[src/rtl/h264dc_pkg.sv]
// Shared types and the 2x2 Hadamard butterfly for the chroma DC transform.
package h264dc_pkg;

  typedef logic signed [15:0] coef_t;
  typedef logic signed [17:0] acc_t;

  localparam int BLK_WORDS = 4;

  typedef coef_t [BLK_WORDS-1:0] coef_blk_t;
  typedef acc_t  [BLK_WORDS-1:0] acc_blk_t;

  // Full-precision butterfly: 18 bits hold 4 * (-32768) without overflow.
  function automatic acc_blk_t hadamard2x2(input coef_blk_t x);
    acc_t a0, a1, a2, a3;
    acc_t s0, s1, d0, d1;
    acc_blk_t y;
    a0 = $signed(x[0]);
    a1 = $signed(x[1]);
    a2 = $signed(x[2]);
    a3 = $signed(x[3]);
    s0 = a0 + a1;
    d0 = a0 - a1;
    s1 = a2 + a3;
    d1 = a2 - a3;
    y[0] = s0 + s1;
    y[1] = d0 + d1;
    y[2] = s0 - s1;
    y[3] = d0 - d1;
    return y;
  endfunction

endpackage

[src/rtl/h264dc_hadamard_core.sv]
// Combinational 2x2 Hadamard core; H264DC_SATURATE_EN clamps each result to
// the 16-bit signed range, otherwise results wrap modulo 2^16.
module h264dc_hadamard_core
  import h264dc_pkg::*;
(
  input  coef_blk_t x,
  output coef_blk_t y
);

  acc_blk_t sum;

  assign sum = hadamard2x2(x);

  generate
    for (genvar gi = 0; gi < BLK_WORDS; gi++) begin : g_out
`ifdef H264DC_SATURATE_EN
      acc_t s;
      assign s = $signed(sum[gi]);
      assign y[gi] = (s > 18'sd32767)  ? 16'sh7fff :
                     (s < -18'sd32768) ? 16'sh8000 : coef_t'(s);
`else
      assign y[gi] = coef_t'(sum[gi]);
`endif
    end
  endgenerate

endmodule

[src/rtl/h264_dc_transform.sv]
// Serial-in / serial-out 2x2 chroma DC Hadamard transform with a collector
// and an output buffer. Optional clamping via H264DC_SATURATE_EN.
module h264_dc_transform
  import h264dc_pkg::*;
#(
  parameter int TOGETHER = 0
) (
  input  logic        CLK,
  input  logic        RESET,
  output logic        READYI,
  input  logic        ENABLE,
  input  logic [15:0] XXIN,
  output logic        VALID,
  output logic [15:0] YYOUT,
  input  logic        READYO
);

  coef_blk_t  col_reg;
  logic [1:0] col_cnt_reg;
  logic       col_full_reg;

  coef_blk_t  buf_reg;
  logic [1:0] rd_idx_reg;
  logic       buf_busy_reg;

  coef_blk_t  core_y;
  logic       capture;
  logic       emit;
  logic       emit_last;
  logic       load;

  h264dc_hadamard_core u_core (
    .x (col_reg),
    .y (core_y)
  );

  // In burst mode a started block (index past y0) keeps draining without READYO.
  assign emit      = buf_busy_reg && (READYO || (TOGETHER != 0 && rd_idx_reg != 2'd0));
  assign emit_last = emit && (rd_idx_reg == 2'd3);
  assign load      = col_full_reg && (!buf_busy_reg || emit_last);
  assign READYI    = !col_full_reg || load;
  assign capture   = ENABLE && READYI;

  always_ff @(posedge CLK) begin
    if (RESET) begin
      col_reg      <= '0;
      col_cnt_reg  <= 2'd0;
      col_full_reg <= 1'b0;
    end else begin
      if (capture) begin
        col_reg[col_cnt_reg] <= coef_t'(XXIN);
        col_cnt_reg          <= col_cnt_reg + 2'd1;
      end
      // A full collector being unloaded can already take the next block's x0.
      if (capture && col_cnt_reg == 2'd3) begin
        col_full_reg <= 1'b1;
      end else if (load) begin
        col_full_reg <= 1'b0;
      end
    end
  end

  always_ff @(posedge CLK) begin
    if (RESET) begin
      buf_reg      <= '0;
      rd_idx_reg   <= 2'd0;
      buf_busy_reg <= 1'b0;
      VALID        <= 1'b0;
      YYOUT        <= 16'd0;
    end else begin
      VALID <= emit;
      YYOUT <= emit ? buf_reg[rd_idx_reg] : 16'd0;
      if (emit) begin
        rd_idx_reg <= rd_idx_reg + 2'd1;
      end
      if (load) begin
        buf_reg      <= core_y;
        buf_busy_reg <= 1'b1;
        rd_idx_reg   <= 2'd0;
      end else if (emit_last) begin
        buf_busy_reg <= 1'b0;
      end
    end
  end

endmodule

[config.mk]
export PLATFORM = sky130hd
export DESIGN_NAME = h264_dc_transform
export DESIGN_NICKNAME = d
export VERILOG_FILES = /design/src/rtl/h264dc_pkg.sv /design/src/rtl/h264dc_hadamard_core.sv /design/src/rtl/h264_dc_transform.sv
export SDC_FILE = /design/constraint.sdc
export NUM_CORES = 1
export LEC_CHECK = 0
export ABC_CLOCK_PERIOD_IN_PS = 12200
export BUFFER_PORTS_ARGS = -buffer_cell sky130_fd_sc_hd__buf_2
export CORE_ASPECT_RATIO = 0.9
export CORE_UTILIZATION = 30
export CTS_CLUSTER_DIAMETER = 40
export DETAILED_ROUTE_END_ITERATION = 6
export PLACE_DENSITY_LB_ADDON = 0.25
export SYNTH_ARGS = -nofsm -noshare
export SYNTH_HDL_FRONTEND = slang
export SYNTH_SLANG_ARGS = --single-unit
export TNS_END_PERCENT = 20
[constraint.sdc]
create_clock -name CLK -period 12.2 [get_ports CLK]
set_clock_uncertainty 0.05 [all_clocks]
set_input_delay 1.22 -clock CLK [delete_from_list [all_inputs] [get_ports CLK]]
set_output_delay 1.22 -clock CLK [all_outputs]
set_load 0.05 [all_outputs]
# ---- After elaboration in Yosys (flattened, before gate mapping)
# Index checks and enable logic that the tools add are counted.
dict set report classes {
  reduce_logical 14
  n_eq_ne 2
  n_addsub 10
  magnitude_cmp 3
  bitwise_logic 1
  muxes 9
}
# operator n
set op_table {}
lappend op_table {{$add A16 B16 Y16} 4}
lappend op_table {{$bwmux W64} 1}
lappend op_table {{$sub A16 B16 Y16} 4}
lappend op_table {{$bmux W16 S2} 1}
lappend op_table {{$demux W16 S2} 1}
lappend op_table {{$mux W16} 2}
lappend op_table {{$logic_and A1 B1 Y1} 6}
lappend op_table {{$lt A2 B3 Y1 const B} 2}
lappend op_table {{$add A2 B1 Y2 const B} 2}
lappend op_table {{$eq A2 B2 Y1 const B} 2}
lappend op_table {{$mux W1} 4}
lappend op_table {{$reduce_bool A2 Y1} 2}
lappend op_table {{$reduce_or A2 Y1} 2}
lappend op_table {{$ge A2 B1 Y1 const B} 1}
lappend op_table {{$logic_not A1 Y1} 2}
lappend op_table {{$logic_or A1 B1 Y1} 2}
lappend op_table {{$not A1 Y1} 1}
dict set report word_totals {
  register_bits 151
  word_cells 53
  inputBits 20
  out_inout_bits 18
}

# ---- Logic depth before layout (Yosys ltp)
dict set report depth {
  ltp_word 8
  mapped_depth 23
  ltp_nobuf 23
}

# ---- Cells and area by module
# Synthesis repeated with hierarchy kept, for this count alone.
dict set report unflattened {
  cells_unflattened 1378
  hier_area_um2 11652.4
}
# mod instances cells_per_inst seq_area_each_um2 area_per_inst_um2
set modules_own_cells {}
lappend modules_own_cells {h264_dc_transform 1 610 3022.9 6169.7}
lappend modules_own_cells {h264dc_hadamard_core 1 768 0.0 5482.8}

# ---- Worst setup path before layout
# Ideal clock, no wire load.
dict set report synth_path {
  path_kind {register to register}
  startpoint {register col_reg[0] (netlist name)}
  endpoint {register buf_reg[63] (netlist name)}
  setup_slack_ns 8.339
  path_stages_with_launch 21
  n_path_buf 1
  setup_time_ns 0.124
  required_time_ns 12.026
  synth_period_minus_slack_ns 3.861
  t_arrival_ns 3.687
  cell_sequence {dfxtp_1 -> inv_1 -> ha_1 -> inv_1 -> fa_1 -> a21o_1 -> a21oi_1 -> o21bai_1 -> a21oi_1 -> xnor2_1 -> ha_1 -> clkbuf_1 -> or4_1 -> o32a_1 -> o31ai_1 -> o41ai_1 -> o41ai_2 -> o41a_1 -> nor2_1 -> nand3_1 -> o211ai_2}
}
dict set report synth_via {
  elab_chain_cells 2
}
# item line_no
set synth_rtl {}
lappend synth_rtl {{start: declaration} h264_dc_transform.sv:18} ;# coef_blk_t col_reg;
lappend synth_rtl {{start signal: indexed assignment} h264_dc_transform.sv:51} ;# col_reg[col_cnt_reg] <= coef_t'(XXIN);
lappend synth_rtl {{$sub A16 B16 Y16} h264dc_pkg.sv:22} ;# d0 = a0 - a1;
lappend synth_rtl {{$sub A16 B16 Y16} h264dc_pkg.sv:28} ;# y[3] = d0 - d1;
lappend synth_rtl {{end signal: assignment} h264_dc_transform.sv:77} ;# buf_reg <= core_y;
lappend synth_rtl {{end: declaration} h264_dc_transform.sv:22} ;# coef_blk_t buf_reg;
# Every way passes these cells.
# A chain may end at the register's enable or synchronous reset.

# ---- Worst setup path after layout
dict set report layout_path {
  startpoint {register col_reg[1] (netlist name)}
  endpoint {register buf_reg[15] (netlist name)}
}
dict set report layout_via {
  elab_chain_cells 2
}
# item line_no
set layout_rtl {}
lappend layout_rtl {{$add A16 B16 Y16} h264dc_pkg.sv:21} ;# s0 = a0 + a1;
lappend layout_rtl {{$add A16 B16 Y16} h264dc_pkg.sv:25} ;# y[0] = s0 + s1;
# Every way passes these cells.

==> summary.txt <==
Timing
  • Fin Setup TNS: 0 ns
  • Rel. slew slack: 0.4022
  • Slew Viols, Final: 0
  • Slack of the critical path: between 7 and 8 ns
  • Final min period: between 4 and 5 ns
  • Final hold violations: 0
  • RSZ-0062 raised after global routing: no
  • F_max: approximately 230 MHz
  • Worst-Margin Slew: around 0.89 ns
  • Tcrit/Tclk final: 0.3631
  • Final setup violation count: 0

Route
  • DR pass1 iterations: 7
  • Via-per-instance ratio: 4.857
  • DR WL/cell: about 15 um
  • Drt drc: 0
  • Final WL: 28330 um
  • Final antenna-violating net count: 0
  • Total number of vias: 8951
  • Iter 0 DRT Violations: between 500 and 600

Min path
  • Hold Crit Class: reg -> reg

Placement
  • RePlAce Congestion: 0.8900
  • PortBufs: 37
  • Post-Place Worst Slack: 7.802 ns
  • Post-placement cell count: 1811
  • Placed Instance Area: 11390 sq um
  • Post-DP HPWL: approximately 22000 um

Layout
  • Layout cells sized above 1: 0.08079
  • Fillcell total: 3802
  • Final Util: 0.3380
  • Nets@finish: roughly 1500
  • Synth-to-layout area growth: 9.825%
  • # diodes: 0
  • Layout Cells excl Fill: 1843
  • Design area: ~12000 sq um
  • Largest register FFs: 64

Critical path
  • Startpoint types: flip-flop
  • CP cell instances: inv_1 -> fa_1 -> o21bai_1 -> a21oi_1 -> o21ba_1 -> o31ai_1 -> nand3_1 -> a21oi_1 -> nor2_1 -> xnor2_1 -> ha_1 -> nand2_1 -> o21ai_0 -> inv_1 -> o311ai_1 -> o311ai_1 -> o21ai_0 -> xor2_1 -> a211oi_2
  • Crit Path Category: reg -> reg
  • Slowest Stage Delay on Critical Path: 0.47 ns
  • CP max-delay cell: fa_1
  • Crit path required time: around 12 ns
  • Crit-path max FO: 8
  • Worst Path Arrival: around 4.7 ns
  • CP endpoint kind: flip-flop

CTS
  • PostCTS Resize Cnt: 0
  • Inserted Clock Buffers: 17
  • H-tree Lvls: 4
  • Worst-Skew Late Latency: between 0.4 and 0.5 ns
  • Clock Sinks: 149
  • CTS tree: built
  • Post-CTS setup buffer count: 0
  • CTS clk-pin slew, worst paths: 0.06 ns
  • Root buffer cell: clkbuf_16
  • CTS max path bufs: 2
  • Hold_buf cts: 0

Logic synthesis
  • Cell with the most instances after synthesis: nand2_1
  • Syn_nets: 1533
  • Syn Std Cell Area: 10890 sq um
  • Count of unique library cells instantiated by Yosys: slightly above 70
  • Most used DFF post-synth: dfxtp_1
  • Syn Inst Count: 1380
  • Leading post-synthesis cells by cell area: dfxtp_1 (27%), ha_1 (14%), a21oi_1 (7.9%), nand2_1 (7.2%), xnor2_1 (6.1%)
  • Leading area contributor after synthesis: dfxtp_1
  • Yosys warning count: 0
  • Post-synth EDFFs: 0
  • Post-synth top cells: nand2_1 (208), a21oi_1 (171), dfxtp_1 (149)
  • Post-synthesis sequential area ratio: 0.2740
  • Asr flop ratio synth: 0
  • Yosys top cell area share: 0.2740
  • Syn Area/Cell: 7.890 sq um
  • #FFs+latches synth: 149

GRT
  • First-pass GRT wire length: 45730 um
  • GRT overflow: 0
  • Antenna violations before repair: 0
  • Vias in the first global route: 8393
  • GR Util All Layers: 0.1564
  • Largest net degree at the start of global routing: 78

Outcome
  • Status: finished, final reports clean

Pwr
  • Combinational fraction of design power: 0.394
  • Internal: 1.056 mW
  • Sw Pwr: 0.6419 mW
  • Sw Ratio: 0.3781
  • Pwr/cell area: 142.0 nW/um^2
  • Max VDD drop: 0.1002 mV
  • Sequential Power Share: 0.299
  • Lkg Pwr: between 4 and 5 nW
  • Clock Power Share: 0.308

Die
  • Row cnt: 65
  • Initial Util: 0.3078
  • IO Count: 38
  • Die Y: 182.7 um
  • Die width: 202.8 um
  • Die ar.: 37060 sq um
  • Core ar.: 35380 sq um

Run
  • Max_cap viols: 0
worst paths after layout:
kind	slack, ns	start	depth (start not counted)	end
max	7.77	col_reg[1]	19	buf_reg[15]
max reg2reg	7.77	col_reg[1]	19	buf_reg[15]
min reg2reg	0.40	buf_reg[11]	2	buf_reg[11]
min	0.40	buf_reg[11]	2	buf_reg[11]
layer usage:
layer / GRT usage / up-vias / part of all wire
met5: 0 / - / 0
met4: 0.03218 / 0 / 0.0096
met3: 0.02505 / 20 / 0.026
met2: 0.2196 / 111 / 0.39
met1: 0.2452 / 4188 / 0.57
li1: - / 4632 / -
power groups by stage:
stage | Clock (mW) | Combinational [mW] | Sequential (mW)
global placement | 0 | 0.658 | 0.518
global route | 0.557 | 0.741 | 0.509
finish | 0.522 | 0.668 | 0.507
detailed placement | 0 | 0.661 | 0.518
floorplan | 0 | 0.508 | 0.514
CTS | 0.536 | 0.663 | 0.507
cell type report:
class / count / area, sq um / share of cell area
clock buffer: 23 / 478.0 / 0.03997
multi-input combinational: 1037 / 7163 / 0.5990
tap: 469 / 586.8 / 0.04907
inverter: 114 / 427.9 / 0.03579
timing repair buffer: 42 / 225.2 / 0.01883
sequential: 149 / 2983 / 0.2495
clock inverter: 9 / 93.84 / 0.007848
through the flow:
step	power [mW]	hold slack, ns
after global routing	1.807	0.4186
final	1.698	0.3996
after detailed placement	1.179	0.3947
after global placement	1.175	0.3870
after CTS	1.706	0.4028
after floorplan	1.022	0.3747
layout by cell type, fill, tap and decap left out, types with 6 or more instances in the layout:
master	n
a211oi_1	24
xnor2_1	76
o21bai_1	22
xor2_1	23
nor3b_1	6
nand3_1	21
a31oi_1	6
clkbuf_16	17
buf_4	6
and2_1	18
nand2_1	208
mux4_2	15
a21o_1	12
o21ai_1	9
nor2b_1	14
a21oi_1	171
nor3_1	31
or3_1	10
o21a_1	8
and3_1	13
o21ai_0	26
nor2_1	86
fa_1	8
buf_2	36
ha_1	125
a311oi_1	6
dfxtp_1	149
nand2b_1	17
nand3b_1	8
o211ai_1	6
o31ai_1	8
inv_1	110
logic make-up after synthesis:
kind of cell               count (synthesis)  share of synthesized area
and+or+nand+nor                          446                     0.1857
AOI/OAI and AO/OA                        341                     0.1997
buffers and inverters                    194                    0.06883
DFF                                      149                     0.2740
adders and majority gates                133                     0.1584
xor gates and xnor gates                  99                    0.07964
muxes                                     18                    0.03379
worst max-delay path, delay by kind of cell, from the launching register on:
kind / cells / cell delay [ns]
flip-flops: 1 / 0.45
XOR/XNOR: 2 / 0.54
AND/OR/NAND/NOR: 3 / 0.35
adder cells (fa/ha/maj): 2 / 0.84
buffers and inverters: 2 / 0.17
AO/OA/AOI/OAI: 10 / 1.88
(Power assumes the default switching activity.)
